`src/rtl/rxfifo_pkg.sv`:
```
// Shared register map and bit positions for the UART receive FIFO peripheral.
package rxfifo_pkg;

   localparam logic [3:0] ADDR_DATA   = 4'h0;
   localparam logic [3:0] ADDR_STATUS = 4'h2;
   localparam logic [3:0] ADDR_LINES  = 4'h4;
   localparam logic [3:0] ADDR_CTRL   = 4'h6;

   localparam int unsigned ST_EMPTY      = 0;
   localparam int unsigned ST_FULL       = 1;
   localparam int unsigned ST_OVERFLOW   = 2;
   localparam int unsigned ST_LINE_READY = 3;
   localparam int unsigned ST_TIMEOUT    = 4;
   localparam int unsigned ST_COUNT_LSB  = 8;

   localparam int unsigned CTRL_FLUSH   = 0;
   localparam int unsigned CTRL_CLR_OVF = 1;
   localparam int unsigned CTRL_CLR_TMO = 2;

endpackage

```
`src/rtl/rxfifo_core.sv`:
```
// Circular byte store with pointers and occupancy count.
// Caller only asserts push when there is room (or a pop in the same cycle) and pop when non-empty.
module rxfifo_core #(
   parameter int unsigned DEPTH_LOG2 = 4
) (
   input  logic                  clk,
   input  logic                  rst,
   input  logic                  push,
   input  logic                  pop,
   input  logic                  flush,
   input  logic [7:0]            wdata,
   output logic [7:0]            head_c,
   output logic [DEPTH_LOG2:0]   count,
   output logic                  full_c,
   output logic                  empty_c
);
   localparam int unsigned PW    = DEPTH_LOG2;
   localparam int unsigned CW    = DEPTH_LOG2 + 1;
   localparam int unsigned DEPTH = 1 << DEPTH_LOG2;

   logic [7:0]    mem [DEPTH];
   logic [PW-1:0] wr_ptr;
   logic [PW-1:0] rd_ptr;

   assign empty_c = (count == '0);
   assign full_c  = (count == CW'(DEPTH));
   assign head_c  = mem[rd_ptr];

   // Storage carries no reset; contents are only meaningful below count.
   always_ff @(posedge clk) begin
      if (push && !flush) mem[wr_ptr] <= wdata;
   end

   always_ff @(posedge clk) begin
      if (rst || flush) begin
         wr_ptr <= '0;
         rd_ptr <= '0;
         count  <= '0;
      end else begin
         if (push) wr_ptr <= wr_ptr + PW'(1);
         if (pop)  rd_ptr <= rd_ptr + PW'(1);
         if (push && !pop)      count <= count + CW'(1);
         else if (pop && !push) count <= count - CW'(1);
      end
   end

endmodule

```
`src/rtl/peripheral_rxfifo.sv`:
```
// UART receive FIFO on the J1 IO bus: bus decode, line counter, sticky flags.
// Optional idle timeout flag is built when RXFIFO_TIMEOUT_EN is defined.
module peripheral_rxfifo
   import rxfifo_pkg::*;
#(
   parameter int unsigned DEPTH_LOG2     = 4,
   parameter logic [7:0]  TERM_CHAR      = 8'h0A,
   parameter logic [15:0] TIMEOUT_CYCLES = 16'd5000
) (
   input  logic        clk,
   input  logic        rst,
   input  logic [7:0]  rx_data,
   input  logic        rx_valid,
   input  logic        cs,
   input  logic [3:0]  addr,
   input  logic        rd,
   input  logic        wr,
   input  logic [15:0] d_in,
   output logic [15:0] d_out
);
   localparam int unsigned CW = DEPTH_LOG2 + 1;

   logic [7:0]    head_c;
   logic [CW-1:0] count;
   logic [CW-1:0] lines;
   logic          full_c, empty_c;
   logic          overflow, timeout;
   logic          wr_ctrl_c, flush_c, clr_ovf_c, pop_c, push_c, ovf_evt_c;
   logic          line_inc_c, line_dec_c;

   // Pop is suppressed when empty; a full FIFO still accepts a byte if it is also popping.
   always_comb begin
      wr_ctrl_c  = cs && wr && (addr == ADDR_CTRL);
      flush_c    = wr_ctrl_c && d_in[CTRL_FLUSH];
      clr_ovf_c  = wr_ctrl_c && d_in[CTRL_CLR_OVF];
      pop_c      = cs && rd && (addr == ADDR_DATA) && !empty_c;
      push_c     = rx_valid && !flush_c && (!full_c || pop_c);
      ovf_evt_c  = rx_valid && !flush_c && full_c && !pop_c;
      line_inc_c = push_c && (rx_data == TERM_CHAR);
      line_dec_c = pop_c && (head_c == TERM_CHAR);
   end

   rxfifo_core #(.DEPTH_LOG2(DEPTH_LOG2)) u_core (
      .clk     (clk),
      .rst     (rst),
      .push    (push_c),
      .pop     (pop_c),
      .flush   (flush_c),
      .wdata   (rx_data),
      .head_c  (head_c),
      .count   (count),
      .full_c  (full_c),
      .empty_c (empty_c)
   );

   always_ff @(posedge clk) begin
      if (rst || flush_c)              lines <= '0;
      else if (line_inc_c && !line_dec_c) lines <= lines + CW'(1);
      else if (line_dec_c && !line_inc_c) lines <= lines - CW'(1);
   end

   // Clearing wins over a same-cycle overflow event.
   always_ff @(posedge clk) begin
      if (rst || clr_ovf_c) overflow <= 1'b0;
      else if (ovf_evt_c)   overflow <= 1'b1;
   end

`ifdef RXFIFO_TIMEOUT_EN
   logic [15:0] idle_cnt, idle_nxt_c;
   logic        clr_tmo_c;
   logic        unused_c;

   assign clr_tmo_c = wr_ctrl_c && d_in[CTRL_CLR_TMO];
   assign unused_c  = ^d_in[15:3];

   always_comb begin
      idle_nxt_c = idle_cnt;
      if (push_c || empty_c || flush_c)      idle_nxt_c = '0;
      else if (idle_cnt != TIMEOUT_CYCLES)   idle_nxt_c = idle_cnt + 16'd1;
   end

   always_ff @(posedge clk) begin
      if (rst) begin
         idle_cnt <= '0;
         timeout  <= 1'b0;
      end else begin
         idle_cnt <= idle_nxt_c;
         if (clr_tmo_c) timeout <= 1'b0;
         else if ((idle_nxt_c == TIMEOUT_CYCLES) && (idle_cnt != TIMEOUT_CYCLES)) timeout <= 1'b1;
      end
   end
`else
   logic unused_c;

   assign timeout  = 1'b0;
   assign unused_c = ^{d_in[15:2], TIMEOUT_CYCLES};
`endif

   // Zero-latency read mux; DATA shows the head that pops at this edge.
   always_comb begin
      d_out = '0;
      if (cs) begin
         case (addr)
            ADDR_DATA: begin
               if (!empty_c) d_out = {8'h00, head_c};
            end
            ADDR_STATUS: begin
               d_out[ST_EMPTY]          = empty_c;
               d_out[ST_FULL]           = full_c;
               d_out[ST_OVERFLOW]       = overflow;
               d_out[ST_LINE_READY]     = (lines != '0);
               d_out[ST_TIMEOUT]        = timeout;
               d_out[ST_COUNT_LSB +: 8] = 8'(count);
            end
            ADDR_LINES: d_out = 16'(lines);
            default: d_out = '0;
         endcase
      end
   end

endmodule

```
`config.mk`:
```
export PLATFORM = sky130hd
export DESIGN_NAME = peripheral_rxfifo
export DESIGN_NICKNAME = d
export VERILOG_FILES = /design/src/rtl/rxfifo_pkg.sv /design/src/rtl/rxfifo_core.sv /design/src/rtl/peripheral_rxfifo.sv
export SDC_FILE = /design/constraint.sdc
export NUM_CORES = 1
export LEC_CHECK = 0
export BUFFER_PORTS_ARGS = -buffer_cell sky130_fd_sc_hd__clkbuf_2
export CORE_MARGIN = 2
export CORE_UTILIZATION = 30
export DETAILED_ROUTE_END_ITERATION = 8
export GPL_TIMING_DRIVEN = 1
export PLACE_DENSITY_LB_ADDON = 0.3
export REMOVE_ABC_BUFFERS = 1
export SYNTH_ARGS = -nofsm -noshare
export SYNTH_HDL_FRONTEND = slang
export SYNTH_SLANG_ARGS = --single-unit
```
`constraint.sdc`:
```
create_clock -name clk -period 10.1 [get_ports clk]
set_input_delay 2.525 -clock clk [delete_from_list [all_inputs] [get_ports clk]]
set_output_delay 2.525 -clock clk [all_outputs]
set_load 0.02 [all_outputs]
```
==> out/results.tsv, run 1 <==
metric	value	unit
synth_area	6420	um^2
synth_cells	402	
grt_pass1_wl	20200	um
synth_edf_count	128	
die-area	22600	um^2
die_h	150	um
place_hpwl	8670	um
fin_setup_tns	0	ps
post_cts_buffers	0	
drc	0	
yosysUniqueCellTypes	47	
cts_buffers	17	
maxCapViolations	0	
cp_cell_sequence	clkbuf_2, nor2_1, and3_1, a22oi_1, nor2_1, clkbuf_2	
wl_met2	6140	um
fill_cells	1978	
max_stage_delay	340	ps
drt.antenna.violating_nets	0	
critical_path_required	7580	ps
root_buffer	clkbuf_16	
synth.most_common_cell	edfxtp_1	
slew_violations	0	
syn_area_per_cell	16.0	um^2
worst_hold_path_type	flop to flop	
drtIter0Drc	172	
grt_remaining_overflow	0	
die_w	150	um
grt_pass1_vias	3630	
clk_pin_slew	60	ps
ys_seq_area_share	67.1	%
final_nets	490	
cts_hold_buf	0	
clock_path_buffers	2	
fin_skew	10.2	ps
hold_ws	522	ps
wl_met1	5990	um
htree_levels	4	
antenna_found_initial	0	
cts_tree	yes	
num_vias	3445	
synth.area.top_cells	edfxtp_1, mux4_2, dfxtp_1	
finalSetupViolCount	0	
critPathMaxFanout	7	
synth_largest_area_cell	edfxtp_1	
leakage	2.48	nW
synthFlopType	edfxtp_1	
final_core_util	35.4	%
portBuffers	32	
drtPass1Iterations	4	
synthArstFlopShare	0	%
yosys-top-cells-count	edfxtp_1, nor2_1, mux4_2, dfxtp_1	
cts.sinks	151	
avgRoutedWirePerCell	17.7	um
powerDensity	195	nW/um^2
cpMaxStageDelayCell	and3_1	
antennaDiodeCount	0	
routed-wl-met3	604	um
rsz0062_at_grt	false	
vdd_drop_max	0.0872	mV
hold_viol_final	0	
cts_resized	0	
gp_congestion	0.834	
startpoint_type	input port	
clk_latency	420	ps
grt_max_degree	30	
ys_seq_elements	151	
start_util	30.5	%
period_needed	6250	ps
grt_usage	12.3	%
top_layer	met4	
endpoint_kind	primary output	
top_level_ports	50	
wl	12900	um
fin_crit_sh	61.9	%
synth_top_cell_area_share	59.9	%
critPathArrivalTime	3730	ps
slew-limit-headroom	36.8	%
critPathKind	input port to primary output	
core	21000	um^2
row_count	53	
routed_via_density	4.73	
ys_warn_count	0	
tightest_slew	945	ps
fmax	160	MHz
drive_gt1_share	23.6	%
status	completed	
area_growth	16.1	%
-- per-stage QoR --
step	setup slack (ps)	power, W	cell area, um^2	std cells
after floorplan	4040	0.000809	6320	384
after global placement	3910	0.000850	6870	697
after CTS	3860	0.00147	7450	729
final	3850	0.00146	7450	729
after detailed placement	3870	0.000854	6870	697
after global routing	3700	0.00152	7450	729
-- cell families after synthesis --
group | share of synthesized area (%)
other | 0.0584
AOI/OAI and AO/OA | 4.70
DFF | 67.1
buffers and inverters | 2.15
xor gates and xnor gates | 1.77
adders and majority gates | 3.16
muxes | 12.1
and+or+nand+nor | 8.95
-- sequential cells by signal (all words and copies together), names as in the netlist, named ones only --
signal / count
u_core.count: 5
overflow: 1
u_core.mem: 128
lines: 5
u_core.rd_ptr: 4
u_core.wr_ptr: 4
-- layout make-up --
| class | instances | area (um^2) | share of cell area, % |
|---|---|---|---|
| inverters | 8 | 30.0 | 0.403 |
| multi-input cells | 225 | 1980 | 26.6 |
| flip-flops and latches | 151 | 4310 | 57.8 |
| repair buffers | 38 | 205 | 2.76 |
| well taps | 275 | 344 | 4.62 |
| clock buffers | 17 | 425 | 5.71 |
| clock inverters | 15 | 155 | 2.08 |
-- per-layer routing --
layer,up-vias,global-route usage [%]
met2,74,20.1
met5,-,0
met3,10,3.33
li1,1634,-
met4,0,3.92
met1,1727,16.0
-- worst max-delay path: cells and delay by family --
kind                   cells  cell delay, ps
AO/OA/AOI/OAI              1             100
buffers and inverters      2             310
AND/OR/NAND/NOR            3             790
-- layout by cell type, fill, tap and decap left out, types with 7 or more instances in the layout --
master     count
edfxtp_1     128
ha_1          13
nor2_1        50
inv_1          8
nand2b_1       7
xor2_1         7
a22oi_1        7
and3_1         9
clkbuf_2      32
nor3_1         8
mux4_2        29
a21oi_1       13
nand3_1       12
nand2_1       12
dfxtp_1       22
clkbuf_16     17
-- where the power goes --
part	switching, W	internal, W	total, W
Combinational	0.0000759	0.0000513	0.000127
Sequential	0.0000152	0.000697	0.000713
Clock	0.000267	0.000349	0.000616
Total	0.000358	0.00110	0.00146
-- worst paths after layout --
| kind | startpoint | slack, ps | cells past startpoint | to |
|---|---|---|---|---|
| max | addr[1] | 3850 | 6 | d_out[1] |
| min | u_core.rd_ptr[3] | 520 | 2 | flop |
| max reg2reg | flop | 6030 | 12 | lines[4] |
| min reg2reg | u_core.rd_ptr[3] | 520 | 2 | flop |
No activity file was read; power rests on OpenSTA's default activity.
==> inputs of run 2 (changes only) <==
Clock period 10.1 ns to 5.66 ns, I/O delays scaled along.
==> out/results.tsv, run 2 (synthesis gave the netlist of run 1 again) <==
metric	value	unit	change
fill_cells	1987		+0.46%
cts_tree	yes		
cts_resized	0		unchanged
avgRoutedWirePerCell	18.2	um	+3.1%
drc	0		unchanged
grt_remaining_overflow	0		unchanged
htree_levels	4		unchanged
drt.antenna.violating_nets	0		unchanged
r2r_cells	12		unchanged
placed_cells	697		unchanged
antenna_found_initial	0		unchanged
cts_hold_buf	0		unchanged
pwr-share-clk	42.9	%	+0.6 points
critPathMaxFanout	19		+12
leakage	2.48	nW	+0.23%
gp_congestion	0.791		-5.2%
fin_cells	729		unchanged
cts_buffers	17		unchanged
final_common_cell	edfxtp_1		
wl	13300	um	+3.1%
fin_setup_tns	0	ps	unchanged
post_cts_buffers	0		unchanged
slew-limit-headroom	33.8	%	-3.0 points
largest_reg_flops	128		unchanged
hold_viol_final	0		unchanged
min-delay-start	lines[4]		
finalSetupViolCount	0		unchanged
die_h	150	um	unchanged
p_switching	0.000586	W	+64%
place_hpwl	8780	um	+1.2%
p_int	0.00204	W	+86%
cpMaxStageDelayCell	dfxtp_2		
tightest_slew	990	ps	+44.9 ps
r2r_slack	1530	ps	-4500 ps
grt_pass1_vias	3610		-0.55%
reg_top3	u_core.mem x128, lines x5, u_core.count x5		
routed_via_density	4.90		+3.6%
combPwrFrac	8.6	%	about the same
clk_latency	420	ps	about the same
startpoint_type	flop		
period_needed	4370	ps	
row_count	53		unchanged
critPathKind	flop to primary output		
cts.sinks	151		unchanged
clk_pin_slew	60	ps	about the same
final_cell_mix	edfxtp_1, nor2_1, clkbuf_2, mux4_2, dfxtp_1		
root_buffer	clkbuf_16		
antennaDiodeCount	0		unchanged
vdd_drop_max	0.182	mV	+110%
portBuffers	32		unchanged
clock_path_buffers	2		unchanged
critical_path_required	4240	ps	-3340 ps
critPathArrivalTime	2950	ps	-780 ps
max_stage_delay	800	ps	+460 ps
endpoint_kind	primary output		
fmax	229	MHz	
powerDensity	352	nW/um^2	+80%
drive_gt1_share	22.5	%	-1.1 points
grt_usage	12.6	%	+0.34 points
grt_pass1_wl	20900	um	+3.2%
switching_share	22.3	%	-2.3 points
regMostFlops	u_core.mem		
top_level_ports	50		unchanged
drtIter0Drc	266		+55%
num_vias	3570		+3.6%
drtPass1Iterations	4		unchanged
r2r_end	lines[4]		
die-area	22600	um^2	unchanged
sequentialPowerShare	48.5	%	-0.4 points
die_w	150	um	unchanged
maxCapViolations	0		unchanged
fin_skew	13.4	ps	+3.21 ps
core	21000	um^2	unchanged
cp_common_cell	a22oi_1		
area_growth	16.2	%	
fin_crit_sh	77.2	%	
cp_cell_sequence	buf_4, mux4_2, a22oi_1, nand3_1, a22oi_1, nor2_1, clkbuf_2		
final_nets	490		unchanged
start_util	30.5	%	unchanged
grt_max_degree	20		-33%
status	completed		
rsz0062_at_grt	false		
worst_hold_path_type	flop to flop		
slew_violations	0		unchanged
min_path_cells	2		unchanged
holdPathEnd	lines[4]		
[run 2: final cells by class]
cell class / instances / area [um^2] / area share [%]
Clock buffer: 23 / 458 / 6.14
Sequential cell: 151 / 4310 / 57.8
Clock inverter: 9 / 130 / 1.75
Multi-Input combinational cell: 225 / 1980 / 26.6
Inverter: 8 / 30.0 / 0.403
Tap cell: 275 / 344 / 4.62
Timing Repair Buffer: 38 / 205 / 2.75
[run 2: worst max-delay path by stage]
stage,from,to,cells after the start
floorplan,flop,lines[4],13
global placement,cs,lines[4],13
detailed placement,cs,lines[4],13
global route,flop,d_out[3],7
CTS,flop,d_out[3],7
finish,flop,d_out[3],7
[run 2: critical path: cells and delay by family, from the launching register on]
kind | cells | cell delay (ps)
AOI/OAI and AO/OA | 2 | 410
buffers and inverters | 2 | 530
DFF | 1 | 800
muxes | 1 | 550
and+or+nand+nor | 2 | 220
[run 2: power by group through the flow]
stage / clock, W / combinational [W] / sequential [W]
CTS: 0.00115 / 0.000228 / 0.00127
detailed placement: 0 / 0.000227 / 0.00130
floorplan: 0 / 0.000154 / 0.00129
global placement: 0 / 0.000221 / 0.00130
global route: 0.00119 / 0.000254 / 0.00128
finish: 0.00113 / 0.000226 / 0.00127
[run 2: metrics by stage]
| stage | area, um^2 | power (W) | hold WS (ps) | utilization (%) | worst slack (ps) |
|---|---|---|---|---|---|
| after floorplan | 6320 | 0.00144 | 471 | - | 1550 |
| after global placement | 6870 | 0.00152 | 496 | 32.7 | 1050 |
| after detailed placement | 6870 | 0.00152 | 508 | 32.7 | 1020 |
| after CTS | 7450 | 0.00265 | 518 | 35.5 | 1210 |
| after global routing | 7450 | 0.00273 | 534 | 35.5 | 1040 |
| final | 7450 | 0.00263 | 518 | 35.5 | 1290 |
[run 2: per-layer routing]
| metal | track usage [%] | wire length (um) | vias to the layer above |
|---|---|---|---|
| met5 | 0 | 0 | - |
| met4 | 3.82 | 127 | 0 |
| met3 | 3.18 | 755 | 12 |
| met2 | 20.3 | 6260 | 106 |
| met1 | 16.9 | 6140 | 1814 |
| li1 | - | - | 1638 |
